==> src/rtl/exp6_controle_exibicao_pkg.sv <==
// Shared definitions for the LED sequence playback controller: state/debug codes,
// default timing and the timer width rule.
package exp6_controle_exibicao_pkg;

  // Enumerator values double as the db_estado debug codes.
  typedef enum logic [3:0] {
    StOcioso  = 4'h0,
    StPrepara = 4'h1,
    StAcende  = 4'h2,
    StApaga   = 4'h3,
    StAvanca  = 4'h4,
    StFim     = 4'hA
  } estado_t;

  localparam logic [3:0] DbInvalido = 4'hF;

  localparam int unsigned TAcesoPadrao   = 500;
  localparam int unsigned TApagadoPadrao = 250;

  function automatic int unsigned largura_timer(input int unsigned a, input int unsigned b);
    int unsigned m;
    m = (a > b) ? a : b;
    if (m <= 1) return 1;
    return $clog2(m);
  endfunction

endpackage

==> src/rtl/exp6_controle_exibicao_contador_tempo.sv <==
// Clear/enable up-counter with a terminal flag raised when the count equals limite_i.
module contador_tempo #(
  parameter int unsigned Width = 1
) (
  input  logic             clock,
  input  logic             reset,
  input  logic             clear_i,
  input  logic             enable_i,
  input  logic [Width-1:0] limite_i,
  output logic [Width-1:0] valor_o,
  output logic             fim_o
);

  logic [Width-1:0] valor_q, valor_d;

  always_ff @(posedge clock or posedge reset) begin
    if (reset) begin
      valor_q <= '0;
    end else begin
      valor_q <= valor_d;
    end
  end

  always_comb begin
    valor_d = valor_q;
    if (clear_i) begin
      valor_d = '0;
    end else if (enable_i) begin
      valor_d = valor_q + Width'(1);
    end
  end

  assign valor_o = valor_q;
  assign fim_o   = (valor_q == limite_i);

endmodule

==> src/rtl/exp6_controle_exibicao.sv <==
// Moore sequencer that plays a stored LED sequence: lights each element for T_ACESO cycles,
// blanks for T_APAGADO cycles, and steps an external address counter until fimSeq.
module exp6_controle_exibicao
  import exp6_controle_exibicao_pkg::*;
#(
  parameter int unsigned T_ACESO   = TAcesoPadrao,
  parameter int unsigned T_APAGADO = TApagadoPadrao
) (
  input  logic       clock,
  input  logic       reset,
  input  logic       iniciar,
  input  logic       parar,
  input  logic       fimSeq,
  output logic       zeraE,
  output logic       contaE,
  output logic       mostra_led,
  output logic       ocupado,
  output logic       pronto,
  output logic [3:0] db_estado
);

  localparam int unsigned TimerW = largura_timer(T_ACESO, T_APAGADO);
  localparam logic [TimerW-1:0] LimAceso   = TimerW'(T_ACESO - 1);
  localparam logic [TimerW-1:0] LimApagado = TimerW'(T_APAGADO - 1);

  estado_t state_q, state_d;

  logic              timer_clr;
  logic              timer_en;
  logic              timer_fim;
  logic [TimerW-1:0] timer_lim;
  logic [TimerW-1:0] timer_valor;

  contador_tempo #(
    .Width(TimerW)
  ) u_timer (
    .clock   (clock),
    .reset   (reset),
    .clear_i (timer_clr),
    .enable_i(timer_en),
    .limite_i(timer_lim),
    .valor_o (timer_valor),
    .fim_o   (timer_fim)
  );

  always_ff @(posedge clock or posedge reset) begin
    if (reset) begin
      state_q <= StOcioso;
    end else begin
      state_q <= state_d;
    end
  end

  always_comb begin
    state_d    = state_q;
    zeraE      = 1'b0;
    contaE     = 1'b0;
    mostra_led = 1'b0;
    ocupado    = 1'b0;
    pronto     = 1'b0;
    timer_clr  = 1'b1;
    timer_en   = 1'b0;
    timer_lim  = LimAceso;
    db_estado  = state_q;

    case (state_q)
      StOcioso: begin
        if (iniciar) state_d = StPrepara;
      end
      StPrepara: begin
        zeraE   = 1'b1;
        ocupado = 1'b1;
        state_d = StAcende;
      end
      StAcende: begin
        mostra_led = 1'b1;
        ocupado    = 1'b1;
        timer_clr  = 1'b0;
        timer_en   = 1'b1;
        if (timer_fim) begin
          timer_clr = 1'b1;
          state_d   = StApaga;
        end
      end
      StApaga: begin
        ocupado   = 1'b1;
        timer_lim = LimApagado;
        timer_clr = 1'b0;
        timer_en  = 1'b1;
        // fimSeq only matters on the terminal blank cycle.
        if (timer_fim) begin
          timer_clr = 1'b1;
          state_d   = fimSeq ? StFim : StAvanca;
        end
      end
      StAvanca: begin
        contaE  = 1'b1;
        ocupado = 1'b1;
        state_d = StAcende;
      end
      StFim: begin
        pronto  = 1'b1;
        ocupado = 1'b1;
        state_d = StOcioso;
      end
      default: begin
        db_estado = DbInvalido;
        state_d   = StOcioso;
      end
    endcase

    if (parar) begin
      state_d   = StOcioso;
      timer_clr = 1'b1;
    end
  end

  // Keeps the timer value visible to lint; the terminal flag is what drives sequencing.
  logic unused_timer;
  assign unused_timer = ^timer_valor;

endmodule

==> config.mk <==
export PLATFORM = sky130hd
export DESIGN_NAME = exp6_controle_exibicao
export DESIGN_NICKNAME = d
export VERILOG_FILES = /design/src/rtl/exp6_controle_exibicao_pkg.sv /design/src/rtl/exp6_controle_exibicao_contador_tempo.sv /design/src/rtl/exp6_controle_exibicao.sv
export SDC_FILE = /design/constraint.sdc
export NUM_CORES = 1
export LEC_CHECK = 0
export CAP_MARGIN = 30
export CORE_UTILIZATION = 45
export CTS_CLUSTER_SIZE = 8
export DETAILED_ROUTE_END_ITERATION = 16
export PLACE_DENSITY_LB_ADDON = 0.3
export SETUP_SLACK_MARGIN = 0.1
export SYNTH_ARGS = -nofsm -noshare
export SYNTH_HDL_FRONTEND = slang
export SYNTH_SLANG_ARGS = --single-unit
==> constraint.sdc <==
create_clock -name clock -period 4.7 [get_ports clock]
set_input_delay 0.94 -clock clock [delete_from_list [all_inputs] [get_ports clock]]
set_output_delay 0.94 -clock clock [all_outputs]
set_load 0.01 [all_outputs]
* Yosys cells after proc, flatten, opt, wreduce, memory -nomap -nowiden
Index checks and enable logic that the tools add are counted.
Storage, ports and cells: memories kept 0, RAM bits 0, logic and storage cells 38, flip-flop bits (word level) 13, input port bits 5, output and inout port bits 9, latch bits 0, memory bits (read-only) 0
Operators by class: $lt $le $gt $ge 0, muxes and demuxes 19, divide/modulo/power cells 0, shifts and indexed selects 0, reductions and logical operators 7, add/subtract/negate cells 1, multipliers 0, equal/unequal tests 9, bitwise gates (word level) 0
Operators with widths (count):
- $mux 9 | 3
- $mux 4 | 6
- $pmux 4 s4 | 1
- $add 9x1->9 const B | 1
- $eq 9x9->1 | 1
- $mux 1 | 9
- $ne 3x3->1 const B | 3
- $eq 4x2->1 const B | 2
- $reduce_or 6->1 | 1
- $reduce_or 5->1 | 1
- $eq 4x1->1 const B | 1
- $eq 4x3->1 const B | 1
- $eq 4x4->1 const B | 1
- $logic_not 4->1 | 1
- $reduce_or 2->1 | 2
- $reduce_and 3->1 | 1
- $reduce_bool 2->1 | 1

* Longest topological paths before layout
word-level depth 7, mapped depth 4, mapped depth without buffers 4

* By module
A second synthesis with hierarchy kept.
Unflattened totals: cells, all modules 109, area, all modules 942.2 um^2
By module, submodules not included:
- contador_tempo | times used 1, cells an instance 56, area an instance 546.8 um^2, sequential area each 225.2 um^2
- exp6_controle_exibicao | times used 1, cells an instance 53, area an instance 395.4 um^2, sequential area each 100.1 um^2

* Worst setup path after synthesis
OpenSTA, ideal clock, no wires.
kind reg2out, start point register state_q[0], end point output ocupado, arrival 1332 ps, stages on the path, launching flop included 4, path buffers 1, data required time 3760 ps, setup slack 2428 ps, path through dfrtp_1 clkbuf_1 nor4b_1 o21bai_1
On the way: word-level cells in the longest chain between the ends 3, elaborated cells between the ends (all ways) 7, those cells by class eq/ne: 5; mux: 1; reduce/logical: 1
RTL lines:
- start, declared | line exp6_controle_exibicao.sv:26 | estado_t state_q, state_d;
- start signal, assigned | line exp6_controle_exibicao.sv:48 | state_q <= StOcioso;
- start signal, assigned | line exp6_controle_exibicao.sv:50 | state_q <= state_d;
- $eq 4x2->1 (tied with other cells) | line exp6_controle_exibicao.sv:66 | case (state_q)
- $reduce_or 5->1 (no line) (*)
- $mux 1 (*) | line exp6_controle_exibicao.sv:66
- end, declared | line exp6_controle_exibicao.sv:17 | output logic ocupado,
Every way passes the cells marked *; elsewhere a longest branch is shown, timed or not.

* Final worst setup path
start point register state_q[1], end point output pronto
On the way: word-level cells in the longest chain between the ends 2
RTL lines:
- $eq 4x4->1 | line exp6_controle_exibicao.sv:66
- $mux 1 | line exp6_controle_exibicao.sv:66
- end, declared | line exp6_controle_exibicao.sv:18 | output logic pronto,
Every way passes these cells.

==> results.md <==
- H-tree Lvls: 1
- DR vias/cell: 6.15
- Arrival @ worst endpoint: 1.90 ns
- WP buf/inv: 1
- Die width: 43.1 um
- Yosys top cell by area: dfrtp_1
- Power Dens Cells: 299 nW/um^2
- Sw Pwr: approximately 0.083 mW
- Cells after DPL: about 110
- Clk_lat worst skew: 0.27 ns
- CP Depth: 3
- Mean Syn Cell Area: 9.39 sq um
- Vias in the first global route: 569
- Post-CTS sizing: 0
- Share of post-route cells with drive strength above 1: 0.0638
- Global-route wire length before repair: 2370 um
- Sw Share: 0.301
- Largest stage delay on the critical path: approximately 0.57 ns
- Min cycle time layout: 2.84 ns
- Syn Inst Count: 81
- Endpoints failing setup: 0
- Critical path class: flop to primary output
- Pleak: between 0.3 and 0.4 nW
- Internal power: 0.193 mW
- RSZ-0062 raised after global routing: false
- Setup TNS Final: 0 ns
- Final ANT Viol Nets: 0
- Number of antenna violations at the first check in global routing: 0
- Layout area overhead: 21.2%
- Crit path required time: 3.76 ns
- # Post-CTS Setup Buffers: 0
- Max_cap viols: 0
- Fin. Hold Viols: 0
- Finished Layout Cells: 110
- Initial cell density of the core: 0.494
- Worst-path cell chain: nor2b_1, nor3b_1, clkdlybuf4s50_1
- Syn nets: 87
- I/O Pins: 14
- DP Wirelength: ~1000 um
- Clock share of power: 0.245
- Synth Register Bits: 13
- CP startpoint kind: flop
- Die height: 43.1 um
- YS warnings: 0
- Diode count: 0
- CTS sink count: 13
- Ys flop type: dfrtp_1
- CTS tree: done
- GRT overflow: 0
- Largest net degree at the start of global routing: 14
- Core area: approximately 1500 sq um
- CTS root buffer: clkbuf_4
- Synth area leaders: dfrtp_1 43%, or3_1 4.9%, a211oi_1 3.9%
- Combinational power share: 0.269
- Crit share post-route: 0.605
- Port Buffers: 13
- Clock Skews: around 0.0032 ns
- Routed WL per cell: 13.1 um
- Post-Synthesis Cell Area: around 760 sq um
- TritonRoute pass-1 iters: 4
- Slew Limit Fails: 0
- Crit-path max FO: 12
- Class of the worst hold path: flop to flop
- DIE AREA: 1860 sq um
- Final wirelength: 1440 um
- Clock transition at path regs: ~0.080 ns
- Routability Congestion: 0.783
- Tot Pwr: 0.276 mW
- # nets final: 101
- Synth unique cells: 32
- Status: complete, no violations
- Overall routing resource usage: 0.172
- CTS Buf Count: 3
- Sequential area share after synthesis: 0.428
- Reg2reg path depth: 3
- Number of synthesized flops with an enable pin: 0
- Seq pwr share: 0.486
- Vias: 677
- Slew @ Worst Pin: 0.602 ns
- DR iter-0 viols: 22
- Crit end category: primary output
- Hold Crit Depth: 1
- Synth top area share: 0.428
- CP top delay family: buffers and inverters
- Hold buffers post-CTS: 0
- Num rows: 14
- CP max stage cell: clkdlybuf4s50_1
- Worst slew margin: 0.598
- Worst VDD drop: between 200 and 250 uV
- DR DRC count: 0
- F_max: 352 MHz
- Max Buffers Root-to-Sink: 2
- Ys async rst share: 1.00
==> power groups by stage <==
stage                     clock [mW]  combinational [mW]  sequential, mW
after global placement             0              0.0739           0.135
after CTS                     0.0690              0.0756           0.134
after global routing          0.0760              0.0819           0.136
after floorplan                    0              0.0526           0.125
final                         0.0677              0.0742           0.134
after detailed placement           0              0.0754           0.136
==> worst reg2reg max path, cell delays in order, from the launching register on <==
cell and delay [ns]:
dfrtp_1 0.48, or4b_1 0.76, or4_1 0.60, nor2_1 0.10
==> kinds of logic (layout without fill, tap and decap cells) <==
kind of cell	count (synthesis)	in the layout	share of synthesized area
flops	13	13	0.428
fa+ha+maj	1	1	0.0164
simple gates	37	37	0.308
compound gates	18	18	0.169
buf+inv	9	22	0.0444
xor+xnor	3	3	0.0345
==> path summary, 6_finish.rpt <==
check / from / end / slack [ns]
max: state_q[1]$_DFFE_PP0P_ / pronto / 1.86
min: u_timer.valor_o[0]$_DFFE_PP0P_ / u_timer.valor_o[0]$_DFFE_PP0P_ / 0.51
max reg2reg: state_q[2]$_DFFE_PP0P_ / state_q[2]$_DFFE_PP0P_ / 2.70
min reg2reg: u_timer.valor_o[0]$_DFFE_PP0P_ / u_timer.valor_o[0]$_DFFE_PP0P_ / 0.51
max in group asynchronous: reset / u_timer.valor_o[2]$_DFFE_PP0P_ / 3.40
min in group asynchronous: reset / u_timer.valor_o[5]$_DFFE_PP0P_ / 0.97
==> cell usage after synthesis, types with 2 or more instances <==
cell type,n
xnor2_1,2
o21bai_1,2
a21oi_1,2
dfrtp_1,13
nor4b_1,2
inv_1,5
nand3_1,3
nor3_1,4
o21ai_0,5
or4_1,2
or3_1,6
nor2_1,4
clkbuf_1,4
nor3b_1,2
nand4_1,2
a211oi_1,4
nand2_1,4
==> layout make-up <==
type,instances,area (sq um)
repair buffers,13,130
well taps,16,20.0
inverters,5,18.8
multi-input cells,59,402
fillers,144,619
clock buffers,4,26.3
flip-flops and latches,13,325
==> metal layers <==
layer,share of wire,track usage,vias to the layer above
li1,-,-,332
met1,0.44,0.220,320
met2,0.49,0.278,21
met3,0.055,0.0128,4
met4,0.015,0.109,0
met5,0,0,-
==> flip-flops by register name, summed over array words and instances (netlist names) <==
signal,cells
u_timer.valor_o,9
state_q,4
==> layout by cell type, fill, tap and decap left out, drive strengths merged, types with 3 or more instances in the layout <==
master         Yosys  layout
clkdlybuf4s50      0      13
dfrtp             13      13
or3                6       6
o21ai              6       6
inv                5       5
a211oi             5       5
nor2               4       4
nand2              4       4
nor3               4       4
clkbuf             4       4
nand3              3       3
nand4              3       3
==> stage by stage <==
step                      setup WS, ns   util  instance area (sq um)  hold slack, ns
after floorplan                   2.43      -                    761           0.475
after global placement            1.91  0.581                    896           0.505
after detailed placement          1.89  0.581                    896           0.502
after CTS                         1.86  0.598                    922           0.513
after global routing              1.74  0.598                    922           0.550
final                             1.86  0.598                    922           0.514
No activity file was read; power rests on OpenSTA's default activity.
